$ cat config.mk
export PLATFORM = sky130hd
export DESIGN_NAME = id_ex_operand_stage
export DESIGN_NICKNAME = d
export VERILOG_FILES = /design/src/rtl/cpu_pkg.sv /design/src/rtl/fwd_mux.sv /design/src/rtl/id_ex_operand_stage.sv
export SDC_FILE = /design/constraint.sdc
export NUM_CORES = 1
export LEC_CHECK = 0
export ABC_CLOCK_PERIOD_IN_PS = 1900
export CAP_MARGIN = 15
export CORE_AREA = 2 2 177 179
export CTS_CLUSTER_SIZE = 14
export DETAILED_ROUTE_END_ITERATION = 6
export DIE_AREA = 0 0 179 181
export GPL_TIMING_DRIVEN = 0
export PLACE_DENSITY = 0.77
export SETUP_SLACK_MARGIN = 0.2
export SLEW_MARGIN = 20
export SYNTH_ARGS = -nofsm -noshare
export SYNTH_HDL_FRONTEND = slang
export SYNTH_SLANG_ARGS = --single-unit
export TNS_END_PERCENT = 30
$ cat constraint.sdc
create_clock -name clk -period 1.9 [get_ports clk]
set_input_delay 0.19 -clock clk [delete_from_list [all_inputs] [get_ports clk]]
set_output_delay 0.19 -clock clk [all_outputs]
set_load 0.02 [all_outputs]
$ cat src/rtl/cpu_pkg.sv
// Shared constants and the ID/EX control bundle for the operand stage.
package cpu_pkg;

  localparam int DATA_W = 64;
  localparam int REG_AW = 5;
  localparam logic [REG_AW-1:0] ZERO_REG = 5'd31;

  typedef struct packed {
    logic              valid;
    logic              regwrite;
    logic              memread;
    logic [REG_AW-1:0] rd;
  } idex_ctrl_t;

  // True when a writer with enable en and destination dst produces the value for source src.
  // XZR is never produced by anybody, so it never matches.
  function automatic logic hitsReg(input logic en,
                                   input logic [REG_AW-1:0] dst,
                                   input logic [REG_AW-1:0] src);
    return en && (dst == src) && (src != ZERO_REG);
  endfunction

endpackage

$ cat src/rtl/fwd_mux.sv
// 3:1 priority operand select: EX/MEM result, then WB data, then the captured value.
module fwd_mux
  import cpu_pkg::*;
(
  input  logic [REG_AW-1:0] i_rs,
  input  logic [DATA_W-1:0] i_captured,
  input  logic              i_exm_regwrite,
  input  logic [REG_AW-1:0] i_exm_rd,
  input  logic [DATA_W-1:0] i_exm_result,
  input  logic              i_wb_regwrite,
  input  logic [REG_AW-1:0] i_wb_rd,
  input  logic [DATA_W-1:0] i_wb_data,
  output logic [DATA_W-1:0] o_operand
);

  // The youngest producer wins; XZR always reads zero regardless of what was captured.
  always_comb begin
    o_operand = i_captured;
    if (i_rs == ZERO_REG) begin
      o_operand = '0;
    end else if (hitsReg(i_exm_regwrite, i_exm_rd, i_rs)) begin
      o_operand = i_exm_result;
    end else if (hitsReg(i_wb_regwrite, i_wb_rd, i_rs)) begin
      o_operand = i_wb_data;
    end
  end

endmodule

$ cat src/rtl/id_ex_operand_stage.sv
// ID/EX register with same-cycle WB bypass on capture, EX-side operand forwarding,
// load-use hazard detection and a saturating stall counter.
module id_ex_operand_stage
  import cpu_pkg::*;
(
  input  logic              clk,
  input  logic              reset,
  input  logic              in_valid,
  input  logic [REG_AW-1:0] in_rs1,
  input  logic [REG_AW-1:0] in_rs2,
  input  logic              in_uses_rs2,
  input  logic [DATA_W-1:0] in_rd1,
  input  logic [DATA_W-1:0] in_rd2,
  input  logic [REG_AW-1:0] in_rd,
  input  logic              in_regwrite,
  input  logic              in_memread,
  input  logic              flush,
  input  logic [REG_AW-1:0] exm_rd,
  input  logic              exm_regwrite,
  input  logic [DATA_W-1:0] exm_result,
  input  logic [REG_AW-1:0] wb_rd,
  input  logic              wb_regwrite,
  input  logic [DATA_W-1:0] wb_data,
  output logic              out_valid,
  output logic [DATA_W-1:0] out_opA,
  output logic [DATA_W-1:0] out_opB,
  output logic [REG_AW-1:0] out_rd,
  output logic              out_regwrite,
  output logic              out_memread,
  output logic              stall,
  output logic [31:0]       stall_cnt
);

  idex_ctrl_t        r_ctrl;
  logic [REG_AW-1:0] r_rs1;
  logic [REG_AW-1:0] r_rs2;
  logic [DATA_W-1:0] r_capA;
  logic [DATA_W-1:0] r_capB;
  logic [31:0]       r_stall_cnt;

  idex_ctrl_t        w_next_ctrl;
  logic [DATA_W-1:0] w_capA;
  logic [DATA_W-1:0] w_capB;
  logic              w_src_match;

  // A load in EX whose destination is read by the instruction in ID forces one bubble.
  assign w_src_match = (in_rs1 == r_ctrl.rd) | (in_uses_rs2 & (in_rs2 == r_ctrl.rd));
  assign stall = r_ctrl.valid & r_ctrl.memread & (r_ctrl.rd != ZERO_REG)
               & in_valid & ~flush & w_src_match;

  // The register file does not pass a same-cycle write through, so bypass it here.
  assign w_capA = hitsReg(wb_regwrite, wb_rd, in_rs1) ? wb_data : in_rd1;
  assign w_capB = hitsReg(wb_regwrite, wb_rd, in_rs2) ? wb_data : in_rd2;

  // Control for the next EX instruction: a bubble on flush or stall, else the qualified ID fields.
  always_comb begin
    w_next_ctrl.valid    = in_valid;
    w_next_ctrl.regwrite = in_regwrite & in_valid;
    w_next_ctrl.memread  = in_memread & in_valid;
    w_next_ctrl.rd       = in_rd;
    if (flush || stall) begin
      w_next_ctrl.valid    = 1'b0;
      w_next_ctrl.regwrite = 1'b0;
      w_next_ctrl.memread  = 1'b0;
    end
  end

  // Pipeline register and stall counter; data fields load every cycle since bubbles ignore them.
  always_ff @(posedge clk) begin
    if (reset) begin
      r_ctrl      <= '0;
      r_rs1       <= '0;
      r_rs2       <= '0;
      r_capA      <= '0;
      r_capB      <= '0;
      r_stall_cnt <= '0;
    end else begin
      r_ctrl <= w_next_ctrl;
      r_rs1  <= in_rs1;
      r_rs2  <= in_rs2;
      r_capA <= w_capA;
      r_capB <= w_capB;
      if (stall && (r_stall_cnt != 32'hFFFF_FFFF)) begin
        r_stall_cnt <= r_stall_cnt + 32'd1;
      end
    end
  end

  fwd_mux u_fwd_a (
    .i_rs           (r_rs1),
    .i_captured     (r_capA),
    .i_exm_regwrite (exm_regwrite),
    .i_exm_rd       (exm_rd),
    .i_exm_result   (exm_result),
    .i_wb_regwrite  (wb_regwrite),
    .i_wb_rd        (wb_rd),
    .i_wb_data      (wb_data),
    .o_operand      (out_opA)
  );

  fwd_mux u_fwd_b (
    .i_rs           (r_rs2),
    .i_captured     (r_capB),
    .i_exm_regwrite (exm_regwrite),
    .i_exm_rd       (exm_rd),
    .i_exm_result   (exm_result),
    .i_wb_regwrite  (wb_regwrite),
    .i_wb_rd        (wb_rd),
    .i_wb_data      (wb_data),
    .o_operand      (out_opB)
  );

  assign out_valid    = r_ctrl.valid;
  assign out_regwrite = r_ctrl.regwrite;
  assign out_memread  = r_ctrl.memread;
  assign out_rd       = r_ctrl.rd;
  assign stall_cnt    = r_stall_cnt;

endmodule

==> results of run 1 <==
-- metal layers --
layer / vias up / routed length [um]
met5: - / 28
met4: 4 / 2440
met3: 150 / 3759
met2: 594 / 27120
met1: 5775 / 19730
li1: 5159 / -
-- cells in the final DEF (no fill, tap or decap), types with 30 or more instances in the layout --
master | synthesis | layout
nor2_2 | 0 | 62
clkbuf_16 | 0 | 47
nor2_4 | 0 | 54
mux2i_1 | 257 | 149
clkdlybuf4s50_1 | 0 | 320
dfxtp_1 | 178 | 155
mux2i_2 | 0 | 39
mux2i_4 | 0 | 69
nor2_1 | 280 | 164
buf_12 | 0 | 30
buf_6 | 6 | 147
a211oi_4 | 0 | 128
buf_4 | 20 | 70
-- path summary, 6_finish.rpt --
path / endpoint / startpoint / slack, ns
min: r_rs2[3] / in_rs2[3] / 0.1
max reg2reg: stall_cnt[22] / stall_cnt[0] / -0.13
max: out_opB[51] / r_rs2[4] / -0.80
min reg2reg: stall_cnt[23] / stall_cnt[23] / 0.51
-- report_power, final --
part / internal (W) / leakage (nW) / switching (W)
Combinational: 0.00184 / 5.59 / 0.00148
Sequential: 0.00390 / 1.49 / 0.000122
Clock: 0.00205 / 0.273 / 0.00166
-- cells in the mapped netlist (5+ instances only) --
cell type / count
a211oi_1: 128
a21oi_1: 17
and2_1: 5
buf_4: 20
buf_6: 6
clkbuf_1: 66
dfxtp_1: 178
inv_1: 5
mux2i_1: 257
nand2_1: 16
nand3_1: 18
nand4_1: 17
nor2_1: 280
nor2b_1: 18
nor3_1: 5
o21ai_0: 16
or3_1: 14
or4_1: 5
xnor2_1: 27
xor2_1: 22
-- sequential cells by signal, summed over array words and instances, names as in the netlist --
register,cells
out_regwrite,1
r_capA,64
out_valid,1
r_rs1,5
out_memread,1
stall_cnt,32
r_rs2,5
out_rd,5
r_capB,64
-- final cells by class --
type                            instances  area, um2
Clock inverter                         11      131.4
Clock buffer                           20      466.7
Tap cell                              396      495.5
Sequential cell                       178       3622
Buffer                                 95       1236
Timing Repair Buffer                  556       5934
Fill cell                            2010       9005
Antenna cell                            9      22.52
Multi-Input combinational cell        879       9417
Inverter                                5      18.77
-- critical path: stages (launching register included) --
cell	delay, ns
dfxtp_2	0.35
xnor2_1	0.18
nand4_1	0.16
nor4_4	0.21
buf_6	0.23
buf_12	0.12
buf_12	0.13
buf_12	0.14
mux2i_2	0.28
a211oi_4	0.10
buf_6	0.15
-- per-stage QoR --
stage                     std cells  worst slack [ns]  cell area (um2)  hold slack, ns  setup TNS, ns
after floorplan                1157          0.006331            12150          0.3117              0
after global placement         2006            -1.333            17180          0.4901        -218.92
after detailed placement       2006            -1.335            17180          0.4932        -224.52
after CTS                      2076           -0.8919            19400          0.2864        -103.04
after global routing           2149           -0.8900            21340         0.09156        -105.58
final                          2149           -0.8002            21340         0.09912         -90.23
-- what timing repair did --
action	CTS	global route
pin swaps	12	39
buffers inserted	33	53
gates cloned	6	11
hold buffers	0	0
resized for setup	877	445
setup endpoints to repair	314	323
-- cell families after synthesis --
kind of cell | share of synthesized area
flip-flops | 0.3514
adder cells (fa/ha/maj) | 0.001234
buffers and inverters | 0.04923
multiplexers | 0.2559
AND/OR/NAND/NOR | 0.1813
AO/OA/AOI/OAI | 0.1186
XOR/XNOR | 0.04232
==> impl_metrics.tcl, run 1 <==
set metrics [dict create \
    die_y_um 181 \
    die_area_um2 32400 \
    clkTransAtPathRegs_ns 0.07 \
    routed_wl_mm 53.07 \
    setup_ws_ns -0.8002 \
    syn-cell-area_um2 10140 \
    initial_utilization 0.3341 \
    cts_tree "done" \
    firstDrtPassIters 5 \
    period_needed_ns 2.700 \
    ctsHtreeMaxLevel 4 \
    layout-drive-gt1-share 0.4289 \
    drv_cap 0 \
    arrival_ns 2.51 \
    drt-initial-drc-count 628 \
    worst_pin_slew_ns 0.9043 \
    synth_top_area_share 0.3514 \
    placementRows 64 \
    syn_nets 1448 \
    ant_nets 0 \
    synthCells 1157 \
    slew_headroom 0.3971 \
    yosysWarnings 0 \
    track_usage 0.2875 \
    cp-end-kind "output pin" \
    grt_start_max_net_pins 17 \
    place.gp.congestion 0.8357 \
    async_reset_ff_frac 0 \
    status "complete, but fails checks" \
    nNetsFinal 2023 \
    wl_per_cell_um 24.70 \
    hpwl_mm 33.94 \
    antenna_found_initial 11 \
    r2r_cells 7 \
    met1_usage 0.3285 \
    syn_avg_cell_area_um2 8.764 \
    globalRoute.totalOverflow 0 \
    utilization 0.7033 \
    die_w_um 179 \
    ys_ff_latch 178 \
    io_buffer_count 453 \
    power.leakage_nw 7.353 \
    cp-start-kind "flop" \
    synth_edf_count 0 \
    grt_pass1_wl_mm 69.91 \
    grt_pass1_vias 11610 \
    powerDensity_nw_per_um2 517.3 \
    synthTopCellsByArea "dfxtp_1 35%, mux2i_1 25%, nor2_1 10%" \
    grt_most_used_layer "met2" \
    vias_per_cell 5.436 \
    fin_crit_sh 1.421 \
    violations "negative setup slack" \
    crit_type "reg -> out" \
    hold_class "in -> reg" \
    grt_use_met2 0.5077 \
    clock_skew_ns 0.01474 \
    cts-root-buf "clkbuf_16" \
    ys_types 43 \
    grt_use_met3 0.06503 \
    synth-seq-area-share 0.3514 \
    max_freq_ghz 0.3703 \
    hold_viol 0 \
    drv_slew 0 \
    cts.path.max_buffers 2 \
    hold_depth 2 \
    worstPathMaxFanout 7 \
    route.detailed.drc 0 \
    fp.coreArea_um2 30350 \
    rsz0062_at_grt "true" \
    yosysTopAreaCell "dfxtp_1" \
    power_w 0.01104 \
    numCtsBuffers 17 \
    ioPinCount 459 \
    cp.required_ns 1.71 \
    finalSetupViolCount 143 \
    synth_top_flop_cell "dfxtp_1" \
    clock_latency_ns 0.44 \
    clkSinkCount 178 \
    peakVddDrop_uv 417.1 \
    syn_to_final_growth_pct 110.5 \
    dr_total_vias 11680 \
]
(Power assumes the default switching activity.)
==> inputs of run 2 (changes only) <==
- CAP_MARGIN: 15 -> 20
- HOLD_SLACK_MARGIN: unset -> 0.03
==> results of run 2 <==
No change in the layout: final DEF, timing and power equal those of run 1.
==> inputs of run 3 (changes only) <==
- ABC_CLOCK_PERIOD_IN_PS: 1900 -> 2520
- PLACE_DENSITY: 0.77 -> 0.74
- clock period: 1.9 -> 2.52 ns (I/O delays scaled with it)
==> run 3 against run 2 <==
Net effect:
- the run still ends with negative setup slack left
- global-route usage fell by 2.3 points
- non-clock buffer count is 92 lower
- first-iteration DRC count fell by 8.3%
- clock power fell by 26%
- sequential power fell by 25%
- count of clock-buffer cells in the layout fell by 2
- combinational power fell by 44%
- critical path depth is 2 lower
- sequential share of layout area increased by 4.1 points
- final area fell by 20%
- critical endpoint is now out_opA[48]
- largest cell class unchanged
- highest routed layer unchanged
==> impl_metrics.tcl, run 3 (synthesized netlist as in run 1, its figures left out) <==
set metrics [dict create \
    hold_viol 0 \
    clock_skew_ns 0.005046 \
    hold_depth 2 \
    place.gp.congestion 0.8984 \
    nNetsFinal 1931 \
    layout_common_cells "323 x clkdlybuf4s50_1, 252 x nor2_1, 210 x mux2i_1" \
    arrival_ns 2.49 \
    cp-end-kind "output pin" \
    wl_per_cell_um 22.19 \
    grt_pass1_wl_mm 64.65 \
    fillers 2693 \
    grt_start_max_net_pins 17 \
    power.leakage_nw 6.129 \
    clkSinkCount 178 \
    drt-initial-drc-count 576 \
    hpwl_mm 33.19 \
    clkTransAtPathRegs_ns 0.07 \
    cts_hold_buf 0 \
    initial_utilization 0.3341 \
    r2r_cells 6 \
    dr_total_vias 10910 \
    worst_pin_slew_ns 0.8381 \
    met1_usage 0.3091 \
    peakVddDrop_uv 367.7 \
    period_needed_ns 2.743 \
    syn_to_final_growth_pct 68.04 \
    max_freq_ghz 0.3646 \
    ff_latch_area_um2 3582 \
    cts-root-buf "clkbuf_16" \
    cts.path.max_buffers 2 \
    track_usage 0.2647 \
    crit_type "in -> out" \
    globalRoute.totalOverflow 0 \
    multi_input_area_um2 7053 \
    min_to "out_rd[1]" \
    slew_headroom 0.4413 \
    cts_tree "done" \
    timing.rr.start "out_rd[4]" \
    regToRegEndpoint "stall_cnt[13]" \
    rrSetupSlack_ns 0.38 \
    fp.coreArea_um2 30350 \
    ctsHtreeMaxLevel 4 \
    route.detailed.drc 0 \
    drv_cap 0 \
    routed_wl_mm 45.63 \
    ioPinCount 459 \
    ant_nets 0 \
    io_buffer_count 453 \
    layout_commonest_cell "clkdlybuf4s50_1" \
    drv_slew 0 \
    violations "negative setup slack" \
    holdWs_ns 0.3606 \
    firstDrtPassIters 5 \
    layout-drive-gt1-share 0.2621 \
    antenna_found_initial 12 \
    powerDensity_nw_per_um2 447.3 \
    grt_most_used_layer "met2" \
    hold_class "in -> reg" \
    cp-start-kind "input port" \
    fin_crit_sh 1.088 \
    power_w 0.007621 \
    die_y_um 181 \
    grt_use_met2 0.4502 \
    die_area_um2 32400 \
    numCtsBuffers 17 \
    placementRows 64 \
    finalSetupViolCount 128 \
    min_from "in_rd[1]" \
    clock_latency_ns 0.43 \
    status "complete, but fails checks" \
    grt_use_met3 0.06229 \
    worstPathMaxFanout 10 \
    grt_pass1_vias 10760 \
    cp.required_ns 2.27 \
    die_w_um 179 \
    setup_ws_ns -0.2228 \
    rsz0062_at_grt "true" \
    vias_per_cell 5.304 \
]
[run 3: worst max-delay path by stage]
stage | from | to | slack (ns) | cells past startpoint
global route | r_rs2[2] | out_opB[54] | -0.26 | 8
finish | exm_rd[3] | out_opA[48] | -0.22 | 8
CTS | r_rs2[2] | out_opB[47] | -0.14 | 7
detailed placement | exm_rd[4] | out_opA[60] | -1.41 | 9
global placement | exm_rd[0] | out_opB[57] | -1.39 | 8
floorplan | wb_rd[3] | out_opB[10] | 0.28 | 8
[run 3: layer usage]
metal	vias to the layer above	part of all wire
met5	-	0.0011
met4	6	0.042
met3	108	0.078
met2	506	0.49
met1	5216	0.39
li1	5070	-
[run 3: final cells by class]
class,count,area share
diodes,8,0.001175
plain buffers,95,0.05412
clock buffers,18,0.02577
clock inverters,13,0.008812
inverters,5,0.001101
multi-input cells,879,0.4139
flip-flops and latches,178,0.2102
well taps,396,0.02908
repair buffers,464,0.2558
[run 3: report_power, final]
group | leakage, nW | total [W] | switching, W | internal [W]
Combinational | 4.37 | 0.00186 | 0.000871 | 0.000992
Clock | 0.277 | 0.00275 | 0.00125 | 0.00150
Sequential | 1.48 | 0.00300 | 0.0000593 | 0.00294
Total | 6.13 | 0.00762 | 0.00218 | 0.00544
[run 3: through the flow]
stage | instances | setup TNS, ns | cell area, um2 | util | worst slack (ns)
6_report | 2056 | -12.00 | 17040 | 0.5614 | -0.2228
5_1_grt | 2055 | -22.09 | 17040 | 0.5613 | -0.2604
3_3_place_gp | 2006 | -124.35 | 15170 | 0.4998 | -1.391
4_1_cts | 2045 | -8.891 | 16340 | 0.5385 | -0.1369
2_1_floorplan | 1157 | 0 | 10140 | - | 0.2783
3_5_place_dp | 2006 | -130.28 | 15170 | 0.4998 | -1.414
[run 3: worst max-delay path, cell delays in order]
cell and delay (ns):
clkdlybuf4s50_1 0.48, xnor2_1 0.23, nand4_1 0.12, or4_4 0.47
buf_12 0.17, clkbuf_8 0.17, a211oi_1 0.34, buf_2 0.23
[run 3: what timing repair did]
action,4_1_cts,5_1_grt
endpoints found under the setup margin,129,129
resized for setup,949,173
setup buffers,6,1
cloned,2,2
pin swaps,24,50
